`src/rtl/uart_tx.sv`:
```
// 8N1 UART transmitter with a small byte FIFO in front of the serialiser.
// sdout is registered from the FSM state, so it trails the state by one cycle.
module uart_tx #(
  parameter int CLKS_PER_BIT = 220,
  parameter int DATA_BITS    = 8,
  parameter int FIFO_DEPTH   = 4
) (
  input  logic                 clk,
  input  logic                 reset,
  input  logic [DATA_BITS-1:0] data,
  input  logic                 wr_en,
  output logic                 full,
  output logic                 sdout,
  output logic                 busy,
  output logic                 tx_done,
  output logic                 overflow
);

  localparam int PW = $clog2(FIFO_DEPTH);
  localparam int CW = (CLKS_PER_BIT > 1) ? $clog2(CLKS_PER_BIT) : 1;
  localparam int IW = (DATA_BITS > 1) ? $clog2(DATA_BITS) : 1;
  localparam logic [CW-1:0] CNT_LAST = CW'(CLKS_PER_BIT - 1);
  localparam logic [IW-1:0] IDX_LAST = IW'(DATA_BITS - 1);

  localparam logic [1:0] IDLE  = 2'd0;
  localparam logic [1:0] START = 2'd1;
  localparam logic [1:0] DATA  = 2'd2;
  localparam logic [1:0] STOP  = 2'd3;

  logic [DATA_BITS-1:0] mem [FIFO_DEPTH];
  logic [PW-1:0]        wr_ptr;
  logic [PW-1:0]        rd_ptr;
  logic                 empty;
  logic                 push;
  logic                 pop;

  logic [1:0]           state;
  logic [CW-1:0]        bit_cnt;
  logic [IW-1:0]        bit_idx;
  logic [DATA_BITS-1:0] shreg;

  // A full FIFO rejects writes even when the FSM pops in the same cycle.
  assign push = wr_en && !full;
  assign pop  = (state == IDLE) && !empty;
  assign busy = (state != IDLE) || !empty;

  // FIFO storage, no reset needed on the data array
  always_ff @(posedge clk) begin
    if (push) begin
      mem[wr_ptr] <= data;
    end
  end

  // FIFO pointers and registered full/empty flags
  always_ff @(posedge clk) begin
    if (reset) begin
      wr_ptr   <= '0;
      rd_ptr   <= '0;
      full     <= 1'b0;
      empty    <= 1'b1;
      overflow <= 1'b0;
    end else begin
      overflow <= wr_en && full;
      if (push) begin
        wr_ptr <= wr_ptr + PW'(1);
      end
      if (pop) begin
        rd_ptr <= rd_ptr + PW'(1);
      end
      if (push && !pop) begin
        empty <= 1'b0;
        full  <= ((wr_ptr + PW'(1)) == rd_ptr);
      end else if (pop && !push) begin
        full  <= 1'b0;
        empty <= ((rd_ptr + PW'(1)) == wr_ptr);
      end
    end
  end

  // Frame sequencer; sdout and tx_done reflect the state of the previous cycle
  always_ff @(posedge clk) begin
    if (reset) begin
      state   <= IDLE;
      bit_cnt <= '0;
      bit_idx <= '0;
      shreg   <= '0;
      sdout   <= 1'b1;
      tx_done <= 1'b0;
    end else begin
      tx_done <= (state == STOP) && (bit_cnt == CNT_LAST);
      case (state)
        START:   sdout <= 1'b0;
        DATA:    sdout <= shreg[0];
        default: sdout <= 1'b1;
      endcase
      case (state)
        IDLE: begin
          if (!empty) begin
            shreg   <= mem[rd_ptr];
            bit_cnt <= '0;
            state   <= START;
          end
        end
        START: begin
          if (bit_cnt == CNT_LAST) begin
            bit_cnt <= '0;
            bit_idx <= '0;
            state   <= DATA;
          end else begin
            bit_cnt <= bit_cnt + CW'(1);
          end
        end
        DATA: begin
          if (bit_cnt == CNT_LAST) begin
            bit_cnt <= '0;
            shreg   <= shreg >> 1;
            if (bit_idx == IDX_LAST) begin
              state <= STOP;
            end else begin
              bit_idx <= bit_idx + IW'(1);
            end
          end else begin
            bit_cnt <= bit_cnt + CW'(1);
          end
        end
        STOP: begin
          if (bit_cnt == CNT_LAST) begin
            bit_cnt <= '0;
            state   <= IDLE;
          end else begin
            bit_cnt <= bit_cnt + CW'(1);
          end
        end
        default: begin
          state   <= IDLE;
          bit_cnt <= '0;
        end
      endcase
    end
  end

endmodule

```
`config.mk`:
```
export PLATFORM = sky130hd
export DESIGN_NAME = uart_tx
export DESIGN_NICKNAME = d
export VERILOG_FILES = /design/src/rtl/uart_tx.sv
export SDC_FILE = /design/constraint.sdc
export NUM_CORES = 1
export LEC_CHECK = 0
export BUFFER_PORTS_ARGS = -buffer_cell sky130_fd_sc_hd__buf_2
export CAP_MARGIN = 20
export CORE_MARGIN = 3
export CORE_UTILIZATION = 29
export CTS_CLUSTER_DIAMETER = 150
export CTS_CLUSTER_SIZE = 20
export DETAILED_ROUTE_END_ITERATION = 8
export GPL_ROUTABILITY_DRIVEN = 0
export PLACE_DENSITY = 0.44
export SLEW_MARGIN = 20
export SYNTH_ARGS = -nofsm -noshare
export SYNTH_HDL_FRONTEND = slang
export SYNTH_SLANG_ARGS = --single-unit
```
`constraint.sdc`:
```
create_clock -name clk -period 2.3 [get_ports clk]
set_input_delay 0.345 -clock clk [delete_from_list [all_inputs] [get_ports clk]]
set_output_delay 0.345 -clock clk [all_outputs]
set_load 0.1 [all_outputs]
```
* Yosys cells after proc, flatten, opt, wreduce, memory -nomap -nowiden
Memory sizes are Yosys's and may differ from the RTL's. A register that Yosys moved wholly into a read port is not among the register bits.
Cells that the tools add are included.
** Word-level totals
- Bits in registers :: 30
- Bits in writable memories :: 32
- Input port bits :: 11
- Output and inout port bits :: 5
- Logic and storage cells :: 74
- Memories kept :: 1
** Memory list
- mem :: depth 4, bits a word 8, read ports 1, clocked after Yosys merged registers in 1, write ports 1, RTL line 30 : logic [DATA_BITS-1:0] mem [FIFO_DEPTH];
** Cells by class
- Add/sub/neg operators :: 4
- Eq/ne operators :: 13
- Multiplexer cells :: 25
- Reductions and logical operators :: 20
** Operator list (count)
- 8-bit two-way mux :: 4
- 8-bit one-hot mux with 2 select lines :: 2
- 2-bit two-way mux :: 7
- 2-bit != test (second input constant) :: 5
- 3-bit two-way mux :: 3
- 8-bit by 1-bit adder with 8-bit output (second input constant) :: 1
- 8-bit == test (second input constant) :: 1
- 2-bit one-hot mux with 4 select lines :: 1
- 2-bit nonzero test :: 4
- 1-bit logical AND :: 6
- 1-bit two-way mux :: 6
- 3-bit one-hot mux with 2 select lines :: 1
- 5-bit AND reduction :: 1
- 2-bit by 1-bit adder with 2-bit output (second input constant) :: 2
- 2-bit == test :: 2
- 2-bit == test (second input constant) :: 2
- 1-bit logical NOT :: 4
- 4-bit AND reduction :: 1
- 3-bit by 1-bit adder with 3-bit output (second input constant) :: 1
- 3-bit == test (second input constant) :: 1
- 3-bit AND reduction :: 1
- 3-bit OR reduction :: 1
- 2-bit by 1-bit == test with 1-bit output (second input constant) :: 1
- 2-bit logical NOT :: 1
- 3 further kinds :: 3

* Depth between registers and ports, before layout
- Depth after elaboration :: 6
- Gate-level depth with buffers :: 9
- Gate-level depth less buffers :: 7

* Least setup slack after synthesis
OpenSTA, ideal clock, no wires.
- Kind :: register to register
- From :: register state[0]
- To :: register shreg[0]
- Library setup time :: 0.121 ns
- Arrival time :: 1.908 ns
- Required time :: 2.179 ns
- Path slack :: 0.270 ns
- Cell stages (with the launch flop) :: 10
- Path buffers :: 2
- Period minus slack after synthesis :: 2.030 ns
- Path through :: dfxtp_1 inv_1 ha_1 and2_1 buf_6 inv_4 o21ai_1 o21ba_1 buf_6 mux2_4
** On the way
- Longest elaborated chain between the ends :: 3
- Elaborated cells between the ends (all ways) :: 7
- Classes of those cells :: eq/ne (3); mux (1); reduce/logical (3)
** RTL lines
- from (decl) :: RTL line 37 : logic [1:0] state;
- from (signal assigned) :: RTL line 83 : state <= IDLE;
- from (signal assigned) :: RTL line 101 : state <= START;
- from (signal assigned) :: RTL line 108 : state <= DATA;
- 2-bit == test / 2-bit logical NOT (equally long branches) :: RTL line 96 : case (state)
- 2-bit != test (no line) / 2-bit nonzero test (equally long branches)
- 3-bit AND reduction (no line)
- to (signal assigned) :: RTL line 99 : shreg <= mem[rd_ptr];
- to (signal assigned) :: RTL line 116 : shreg <= shreg >> 1;
- to (decl) :: RTL line 40 : logic [DATA_BITS-1:0] shreg;
Several ways; a longest one is shown, not always the timed one.
A chain may end at the register's enable or synchronous reset.

* Final worst setup path
- From :: register state[0]
- To :: output busy
** On the way
- Longest elaborated chain between the ends :: 2
** RTL lines
- 2-bit nonzero test :: RTL line 45 : assign busy = (state != IDLE) || !empty;
- 1-bit logical OR :: RTL line 45
- to (decl) :: RTL line 14 : output logic busy,
No other way between the ends.

==> impl_results.md <==
- Hold endpoint: mem[2][5]
- Synth top area share: 34.6%
- Layout cell share with drive strength beyond 1: 19.8%
- Vias/cell: 4.48
- CP delay by family, top: buffers and inverters
- Max_slew headroom: 61.2%
- Tcrit/Tclk final: 90.7%
- Post-place setup slack: 350 ps
- Antenna-violating nets left: 0
- Drt pass-1 iters: 4
- Worst-path clk slew: 80 ps
- Yosys reg bits: 64
- TritonCTS clock tree: yes
- Slowest cell on crit path: dfxtp_1
- Top FF cell, synth: edfxtp_1
- CP arrival: 1740 ps
- CP Max Fanout: 9
- Worst r2r dst: shreg[4]
- Async set-reset flop share out of synthesis: 0%
- Critical Path End Type: output pin
- DR vias: 1683
- Die width: 104 um
- Leakage: 1.20 nW
- Storage cell area: 1600 um2
- Wire length of the first global-routing pass: 8.56 mm
- Clock Path Buffers: 2
- Clock sink count: 64
- Reg2reg start: state[1]
- Skew final: 8.66 ps
- Worst slew pin tran: 581 ps
- Fmax: 480 MHz
- Core area: 9280 um2
- Setup ws final: 215 ps
- Number of global-route vias before repair: 1673
- Yosys cell types: 40
- Sequential fraction of the synthesis area: 57.6%
- Post-Syn Nets: 243
- Final worst path period need: 2090 ps
- HP Start: data[5]
- HPWL after DPL: 3.49 mm
- Reg2reg setup slack: 350 ps
- Final TNS setup: 0 ps
- IO buf count: 15
- Most area-consuming cells after synthesis: edfxtp_1 35%, dfxtp_1 23%, ha_1 5.9%
- GRT overflow: 0
- Syn_area_per_cell: 12.7 um2
- Final Hold Fails: 0
- Final wirelength: 5.13 mm
- Worst IR Drop VDD: 0.439 mV
- Cells after Synth: 219
- Worst EP required: 1960 ps
- Total GRT Usage: 10.2%
- Clock latency on the worst-skew pair: 340 ps
- Initial core utilization: 29.9%
- Final Setup Violations: 0
- Hold Path Depth: 1
- Number of flops mapped to enable cells by yosys: 32
- DRC: 0
- CP Cell Sequence: inv_1 > ha_1 > and2_1 > inv_4 > buf_6
- Cell accounting for the most synthesized area: edfxtp_1
- Area Overhead vs Synth: 16.4%
- CTS Root Cell: clkbuf_8
- Worst R2R Path Depth: 8
- Most frequent cells in the layout: 32 x dfxtp_1, 32 x edfxtp_1, 25 x nor2_1
- Critical Path Start Type: register
- Synth Warn #: 0
- Num CTS Buffers: 9
- Critical path class: reg2out
- Final Max Tran Viols: 0
- Initial antenna violation count: 0
- Largest net degree at the start of global routing: 20
- Nets@finish: 266
- Filler cell count: 955
- CP max stage delay: 390 ps
- Area of the multi-input gates: 1090 um2
- WL/cell: 13.6 um
- Ports: 16
- Power density cells: 1190 nW/um2
- Synthesized area: 2780 um2
- Status: finished clean
- Worst Path Buf+Inv: 3
- Chip height: 104 um
- Unrepaired setup endpoints after global routing: no
- Die area: 10800 um2
- Starting DRT DRC Count: 24
- Max capacitance violation total: 0
- Inserted Diodes: 0
- Row cnt: 35
- Min-delay worst type: in2reg
- H-tree depth: 3
## routing by layer
metal,track usage (%),part of all wire (%),vias to the layer above
li1,-,-,842
met1,13.1,50,813
met5,0,0,-
met4,4.56,1.4,0
met2,15.4,46,20
met3,3.54,3.1,8
## report_power, final
group,internal [mW],total [mW],switching [mW]
Clock,0.621,1.10,0.476
Sequential,1.38,1.54,0.158
Combinational,0.509,1.22,0.709
## area by class of cell
type / count / area share, %
Sequential cell: 64 / 49.5
Multi-Input combinational cell: 139 / 33.8
Tap cell: 129 / 4.99
Clock buffer: 9 / 3.83
Timing Repair Buffer: 20 / 3.67
Clock inverter: 7 / 3.17
Inverter: 8 / 1.01
## worst max-delay path by stage
stage,from,endpoint,slack [ps],cells after the start
2_1_floorplan,state[0],shreg[0],270,9
3_3_place_gp,state[0],busy,410,5
3_5_place_dp,state[1],shreg[4],350,8
4_1_cts,state[0],busy,120,5
5_1_grt,state[0],busy,60,5
6_report,state[0],busy,210,5
## cell usage after synthesis (all sizes together), types with 6 or more instances
| master | n |
|---|---|
| xnor2 | 6 |
| mux4 | 7 |
| a221oi | 6 |
| a21oi | 6 |
| dfxtp | 32 |
| mux2i | 9 |
| nor2 | 25 |
| edfxtp | 32 |
| ha | 13 |
| nand2 | 14 |
| inv | 7 |
| xor2 | 6 |
## kinds of logic (layout without fill, tap and decap cells)
family | Yosys count | after routing | synth area share [%]
and+or+nand+nor | 73 | 73 | 13.8
buffers and inverters | 16 | 44 | 3.02
muxes | 17 | 17 | 9.45
xor gates and xnor gates | 12 | 12 | 3.78
DFF | 64 | 64 | 57.6
AOI/OAI and AO/OA | 24 | 24 | 6.48
adders and majority gates | 13 | 13 | 5.85
## sequential cells by signal, summed over array words and instances, names as in the netlist, named ones only
register,count
mem,32
bit_cnt,8
shreg,8
bit_idx,3
rd_ptr,2
state,2
wr_ptr,2
empty,1
full,1
overflow,1
sdout,1
tx_done,1
## what timing repair did
action | CTS | global route
hold endpoints to repair | 0 | 0
hold buffers | 0 | 0
endpoints found under the setup margin | 1 | 1
gates resized for setup | 1 | 1
setup buffers | 0 | 0
pin swaps | 0 | 0
## metrics by stage
step / util [%] / total power, mW / instances / area (um2) / hold slack (ps)
after floorplan: - / 2.55 / 219 / 2780 / 428
after global placement: 32.3 / 2.78 / 360 / 3000 / 441
after detailed placement: 32.3 / 2.79 / 360 / 3000 / 450
after CTS: 34.8 / 3.91 / 376 / 3230 / 200
after global routing: 34.9 / 4.10 / 376 / 3240 / 205
final: 34.9 / 3.85 / 376 / 3240 / 223
No activity file was read; power rests on OpenSTA's default activity.
